<file path="config.mk">
export PLATFORM = sky130hd
export DESIGN_NAME = vmicro16_timer_multi_apb
export DESIGN_NICKNAME = d
export VERILOG_FILES = /design/src/rtl/vmicro16_timer_multi_apb.sv
export SDC_FILE = /design/constraint.sdc
export NUM_CORES = 1
export LEC_CHECK = 0
export ABC_AREA = 0
export CORE_ASPECT_RATIO = 1.1
export CORE_UTILIZATION = 60
export CTS_BUF_LIST = sky130_fd_sc_hd__clkbuf_2
export DETAILED_ROUTE_END_ITERATION = 8
export GPL_TIMING_DRIVEN = 0
export PLACE_DENSITY = 0.78
export SLEW_MARGIN = 10
export SYNTH_ARGS = -nofsm -noshare
export SYNTH_HDL_FRONTEND = slang
export SYNTH_SLANG_ARGS = --single-unit
</file>
<file path="constraint.sdc">
create_clock -name clk -period 5.85 [get_ports clk]
set_input_delay 0.8775 -clock clk [delete_from_list [all_inputs] [get_ports clk]]
set_output_delay 0.8775 -clock clk [all_outputs]
set_load 0.05 [all_outputs]
</file>
<file path="src/rtl/vmicro16_timer_multi_apb.sv">
// vmicro16_timer_multi_apb - multi-channel APB timer peripheral.
//
// CHANNELS independent down-counters. Each channel has its own LOAD, CTRL, PRES and
// STATUS registers. A channel runs in periodic or one-shot mode. It keeps a sticky
// pending flag, which a write-1 to STATUS bit 0 clears.
//
// Optional feature: define VMICRO16_TIMER_CHAIN_EN to make CTRL bit 4 (CHAIN) writable
// on channels 1..CHANNELS-1. A chained channel ticks on channel n-1's expire pulse
// instead of on its own prescaler.
//
// Ports:
//   clk        system clock
//   reset      asynchronous active-low reset
//   S_PADDR    {channel, reg[1:0]}; reg 0 LOAD, 1 CTRL, 2 PRES, 3 STATUS/COUNT
//   S_PWRITE, S_PSELx, S_PENABLE, S_PWDATA   APB slave request
//   S_PRDATA   combinational read data (0 when no access in progress)
//   S_PREADY   zero-wait-state ready (= PSELx & PENABLE)
//   irq        per-channel pending & IRQ_EN
//   irq_any    OR of irq
//   expire     1-cycle pulse on each channel expiry
//
// CTRL layout: b0 START, b1 ONESHOT, b2 IRQ_EN, b3 RELOAD (write-only strobe),
//              b4 CHAIN, b15 pending (read-only).
module vmicro16_timer_multi_apb #(
  parameter int unsigned CHANNELS   = 4,
  parameter int unsigned DATA_WIDTH = 16,
  parameter int unsigned PRES_WIDTH = 16,
  parameter string       NAME       = "TIMERM"
) (
  input  logic                          clk,
  input  logic                          reset,
  input  logic [$clog2(CHANNELS)+1:0]   S_PADDR,
  input  logic                          S_PWRITE,
  input  logic                          S_PSELx,
  input  logic                          S_PENABLE,
  input  logic [DATA_WIDTH-1:0]         S_PWDATA,
  output logic [DATA_WIDTH-1:0]         S_PRDATA,
  output logic                          S_PREADY,
  output logic [CHANNELS-1:0]           irq,
  output logic                          irq_any,
  output logic [CHANNELS-1:0]           expire
);

  localparam int unsigned AW = $clog2(CHANNELS) + 2;

`ifdef VMICRO16_TIMER_CHAIN_EN
  localparam bit ChainEn = 1'b1;
`else
  localparam bit ChainEn = 1'b0;
`endif

  logic                                en;
  logic                                we;
  logic [AW-1:0]                       ch_idx;
  logic [1:0]                          reg_sel;
  logic [CHANNELS-1:0][DATA_WIDTH-1:0] rd_ch;

  assign en       = S_PSELx & S_PENABLE;
  assign we       = en & S_PWRITE;
  assign S_PREADY = en;
  assign ch_idx   = S_PADDR >> 2;
  assign reg_sel  = S_PADDR[1:0];
  assign irq_any  = |irq;

  // Out-of-range channel indices match no channel, so they read 0 and writes drop.
  always_comb begin
    S_PRDATA = '0;
    for (int i = 0; i < CHANNELS; i++) begin
      if (en && (ch_idx == AW'(i))) S_PRDATA = rd_ch[i];
    end
  end

  for (genvar n = 0; n < CHANNELS; n++) begin : g_ch
    logic [DATA_WIDTH-1:0] load_q, load_d, count_q, count_d, rd_val;
    logic [PRES_WIDTH-1:0] pres_q, pres_d, pc_q, pc_d;
    logic start_q, start_d, oneshot_q, oneshot_d, irq_en_q, irq_en_d;
    logic chain_q, chain_d, pending_q, pending_d, expire_q, expire_d;
    logic hit, wr_load, wr_ctrl, wr_pres, wr_stat, reload, chain_tick, tick, expiry;

    assign hit     = we && (ch_idx == AW'(n));
    assign wr_load = hit && (reg_sel == 2'd0);
    assign wr_ctrl = hit && (reg_sel == 2'd1);
    assign wr_pres = hit && (reg_sel == 2'd2);
    assign wr_stat = hit && (reg_sel == 2'd3);
    assign reload  = wr_ctrl && S_PWDATA[3];

    if (n == 0) begin : g_first
      assign chain_tick = 1'b0;
    end else begin : g_next
      assign chain_tick = expire[n-1];
    end

    assign tick   = start_q && (chain_q ? chain_tick : (pc_q == '0));
    // A LOAD write or RELOAD strobe replaces the count, so it suppresses the expiry.
    assign expiry = tick && (count_q == '0) && !wr_load && !reload;

    always_comb begin
      load_d    = load_q;
      count_d   = count_q;
      pres_d    = pres_q;
      pc_d      = pc_q;
      start_d   = start_q;
      oneshot_d = oneshot_q;
      irq_en_d  = irq_en_q;
      chain_d   = chain_q;
      pending_d = pending_q;
      expire_d  = 1'b0;

      if (start_q && !chain_q) pc_d = (pc_q == '0) ? pres_q : pc_q - PRES_WIDTH'(1);
      if (tick && (count_q != '0)) count_d = count_q - DATA_WIDTH'(1);
      if (wr_stat && S_PWDATA[0]) pending_d = 1'b0;
      // Expiry comes after the clear so that a simultaneous clear loses.
      if (expiry) begin
        expire_d  = 1'b1;
        pending_d = 1'b1;
        if (oneshot_q) start_d = 1'b0;
        else           count_d = load_q;
      end
      if (wr_pres) pres_d = S_PWDATA[PRES_WIDTH-1:0];
      if (wr_load) begin
        load_d  = S_PWDATA;
        count_d = S_PWDATA;
        pc_d    = pres_q;
      end
      if (wr_ctrl) begin
        start_d   = S_PWDATA[0];
        oneshot_d = S_PWDATA[1];
        irq_en_d  = S_PWDATA[2];
        chain_d   = ChainEn && (n != 0) && S_PWDATA[4];
        if (S_PWDATA[0] && !start_q) pc_d = pres_q;
        if (S_PWDATA[3]) begin
          count_d = load_q;
          pc_d    = pres_q;
        end
      end
    end

    always_ff @(posedge clk or negedge reset) begin
      if (!reset) begin
        load_q    <= '0;
        count_q   <= '0;
        pres_q    <= '0;
        pc_q      <= '0;
        start_q   <= 1'b0;
        oneshot_q <= 1'b0;
        irq_en_q  <= 1'b0;
        chain_q   <= 1'b0;
        pending_q <= 1'b0;
        expire_q  <= 1'b0;
      end else begin
        load_q    <= load_d;
        count_q   <= count_d;
        pres_q    <= pres_d;
        pc_q      <= pc_d;
        start_q   <= start_d;
        oneshot_q <= oneshot_d;
        irq_en_q  <= irq_en_d;
        chain_q   <= chain_d;
        pending_q <= pending_d;
        expire_q  <= expire_d;
      end
    end

    always_comb begin
      rd_val = '0;
      case (reg_sel)
        2'd0: rd_val = load_q;
        2'd1: begin
          rd_val[0]  = start_q;
          rd_val[1]  = oneshot_q;
          rd_val[2]  = irq_en_q;
          rd_val[4]  = chain_q;
          rd_val[15] = pending_q;
        end
        2'd2: rd_val = DATA_WIDTH'(pres_q);
        default: rd_val = count_q;
      endcase
    end

    assign rd_ch[n]  = rd_val;
    assign expire[n] = expire_q;
    assign irq[n]    = pending_q & irq_en_q;
  end

endmodule

</file>
==> results by group <==
Floorplanning
  • Die height: 172 µm
  • # rows: between 60 and 70
  • CORE AREA: roughly 26000 µm²
  • DIE AREA: between 20000 and 30000 µm²
  • I/O Pins: slightly above 50
  • Die X-Extent: 157 µm
  • Initial Utilization: 60.9%

Synthesis
  • Fraction of registers with async set/reset: between 90% and 100%
  • Seq cells post-synth: about 280
  • Register area share after synthesis: between 40% and 50%
  • Syn avg cell area: a little over 9 µm²
  • Synth Instances: between 1500 and 2000
  • YS warnings: 0
  • Mapped cell area: 15800 µm²
  • Top_reg_cell synth: dfrtp_1
  • Post-synthesis cell type count: 75
  • Syn Nets: between 1500 and 2000
  • Post-synth EDFFs: 0

Setup path
  • Crit path launch type: primary input
  • CP arrival: between 4000 and 5000 ps
  • CP peak stage delay: 790 ps
  • Critical path cell sequence: clkbuf_1 > buf_1 > clkbuf_1 > buf_1 > mux4_2 > a22oi_1 > o21ai_0 > clkdlybuf4s50_1
  • CP max-delay cell: buf_1
  • Worst EP required: between 4000 and 5000 ps
  • Max FO, Critical Path: 10
  • Crit end category: output pin
  • Setup slack, reg-to-reg: around 2500 ps
  • Critical path type: primary input to output pin

Global routing
  • Grt ovf: 0
  • First-pass GRT wire length: around 80000 µm
  • Largest net degree at the start of global routing: approximately 110
  • Vias in the first global route: about 14000
  • Initial antenna violation count: 3
  • GRT Util Overall: 40.2%

Routing
  • Drt total wl: roughly 53000 µm
  • DRC viols: 0
  • Antenna Nets Post-Route: 0
  • Initial DRC Count: between 1500 and 2000
  • TritonRoute pass-1 iters: 6
  • Vias per cell: 6.62
  • Routed len/inst: approximately 24 µm
  • Vias: approximately 15000

Placement
  • PortBufs: 40
  • DP Wirelength: 37300 µm
  • Routability-driven placement congestion ratio: approximately 1

Timing
  • Slew Limit Fails: 0
  • Rel. slew slack: around a fifth
  • Period utilization: 98.0%
  • Setup TNS Final: 0 ps
  • RSZ-0062 raised after global routing: false
  • Fmax: approximately 0.17 GHz
  • Worst-Margin Slew: about 1200 ps
  • # setup viols final: 0
  • Final Critical Period: between 5000 and 6000 ps
  • Layout Skew: about 66 ps
  • Final Hold Viols: 0

CTS
  • Sink Count: 276
  • Post-CTS Setup Bufs: 0
  • CTS tree: done
  • Worst-path clk slew: 100 ps
  • Root Buffer: clkbuf_2
  • Clock Latency Late Sink: 910 ps
  • CTS Buf Count: 75
  • # H-tree levels: 3
  • Clock Tree Buf Depth: 3

Pwr
  • PwrDens: between 300 and 400 nW/µm²
  • VDD IR max: approximately 0.00020 V
  • P_leak: 7.40 nW

Finish
  • Layout cell share with drive strength beyond 1: between 10% and 20%
  • Multi-input gate area: approximately 8400 µm²
  • Area Overhead vs Synth: 10.1%
  • Layout Nets: between 1500 and 2000
  • Fillers: between 2000 and 2500
  • Fin util: between 60% and 70%
  • Reg area: slightly below 7000 µm²

Job
  • Max Cap Viol: 0

Run status
  • Status: completed

Worst hold path
  • Min-Delay Path Class: primary input to flop
==> registers in the layout, summed over array words and instances (netlist names) <==
signal	cells
g_ch.count_q	64
g_ch.expire_q	4
g_ch.irq_en_q	4
g_ch.load_q	64
g_ch.oneshot_q	4
g_ch.pc_q	64
g_ch.pending_q	4
g_ch.pres_q	64
g_ch.start_q	4
==> final timing paths <==
check | depth (start not counted) | start | to
setup / recovery | 8 | S_PADDR[0] | S_PRDATA[2]
hold / removal | 3 | S_PWDATA[5] | g_ch[3].load_q[5]$_DFFE_PN0P_
setup reg to reg | 7 | g_ch[2].pc_q[6]$_DFF_PN0_ | g_ch[2].count_q[10]$_DFF_PN0_
hold reg to reg | 1 | g_ch[0].pc_q[0]$_DFF_PN0_ | g_ch[0].pc_q[0]$_DFF_PN0_
max in group asynchronous | 3 | reset | g_ch[1].count_q[4]$_DFF_PN0_
min in group asynchronous | 2 | reset | g_ch[2].count_q[6]$_DFF_PN0_
==> power by group <==
group          total (mW)  switching [mW]  internal [mW]
registers            2.77           0.461           2.31
logic                1.49           0.824          0.664
clock network        1.46           0.819          0.642
total                5.72            2.10           3.62
==> stage by stage <==
| stage | power (mW) | cell area (µm²) | setup slack [ps] | hold WS (ps) | instances |
|---|---|---|---|---|---|
| 2_1_floorplan | 3.74 | 15800 | 1450 | 448 | 1694 |
| 3_3_place_gp | 4.18 | 16700 | -7950 | 474 | 2086 |
| 3_5_place_dp | 4.24 | 16700 | -40.8 | 483 | 2088 |
| 4_1_cts | 5.69 | 17400 | 313 | 338 | 2210 |
| 5_1_grt | 6.04 | 17400 | 118 | 386 | 2211 |
| 6_report | 5.72 | 17400 | 120 | 349 | 2211 |
==> placed cells by master (no fill, tap or decap), types with 28 or more instances in the layout <==
cell / instances
a21oi_1: 69
a22oi_1: 42
clkbuf_1: 83
clkbuf_2: 103
clkdlybuf4s50_1: 39
dfrtp_1: 276
inv_1: 28
mux2_2: 122
nand2_1: 330
nand3_1: 32
nor2_1: 103
nor3_1: 39
nor4_1: 32
o21ai_0: 91
xnor2_1: 53
xor2_1: 31
==> worst max-delay path, delay by kind of cell <==
| family | cells | cell delay, ps |
|---|---|---|
| buffers and inverters | 5 | 3010 |
| AOI/OAI and AO/OA | 2 | 550 |
| muxes | 1 | 420 |
==> synthesized netlist by cell type (11+ instances only) <==
library cell / number / area share (%)
nand2_1: 330 / 7.8
dfrtp_1: 276 / 44
mux2_2: 122 / 8.7
nor2_1: 103 / 2.4
o21ai_0: 91 / 2.9
clkbuf_1: 83 / 2.0
a21oi_1: 69 / 2.2
xnor2_1: 53 / 2.9
a22oi_1: 42 / 2.0
nor3_1: 39 / 1.2
nand3_1: 32 / 1.0
nor4_1: 32 / 1.3
xor2_1: 31 / 1.7
inv_1: 28 / 0.66
nand4_1: 22 / 0.87
or3_1: 18 / 0.71
or4_1: 18 / 0.85
mux4_2: 17 / 2.4
ha_1: 16 / 1.3
o211ai_1: 16 / 0.76
a221oi_1: 15 / 0.83
nand2b_1: 15 / 0.59
o22ai_1: 14 / 0.55
a21o_1: 11 / 0.52
a31oi_1: 11 / 0.43
o221ai_1: 11 / 0.61
o31ai_1: 11 / 0.52
==> cell families (layout without fill, tap and decap cells) <==
group / after synthesis / in the layout / synth area share (%)
other: 0 / 1 / 0
and+or+nand+nor: 680 / 680 / 20.5
AOI/OAI and AO/OA: 362 / 362 / 15.2
DFF: 276 / 276 / 43.6
muxes: 143 / 143 / 11.3
xor gates and xnor gates: 84 / 84 / 4.65
adders and majority gates: 16 / 16 / 1.26
buffers and inverters: 133 / 297 / 3.37
==> what timing repair did <==
item                                   CTS  global route
endpoints found under the hold margin   53             0
hold buffers                             1             0
setup endpoints to repair                1             0
gates resized for setup                  0             0
==> final cells by class <==
cell class,count,area share [%]
well taps,352,2.53
clock inverters,19,1.02
repair buffers,43,2.70
multi-input cells,1285,48.1
flip-flops and latches,276,39.6
plain buffers,104,2.43
inverters,28,0.603
diodes,1,0.0144
clock buffers,103,2.96
==> routing by layer <==
layer	routed length, µm	GRT usage [%]	share of wire [%]	vias up
met4	3810	27.7	7.2	0
met5	0	0	0	-
met1	20500	51.0	39	7098
met3	5220	9.97	9.8	240
met2	23600	60.7	44	877
li1	-	-	-	6413
(Power assumes the default switching activity.)
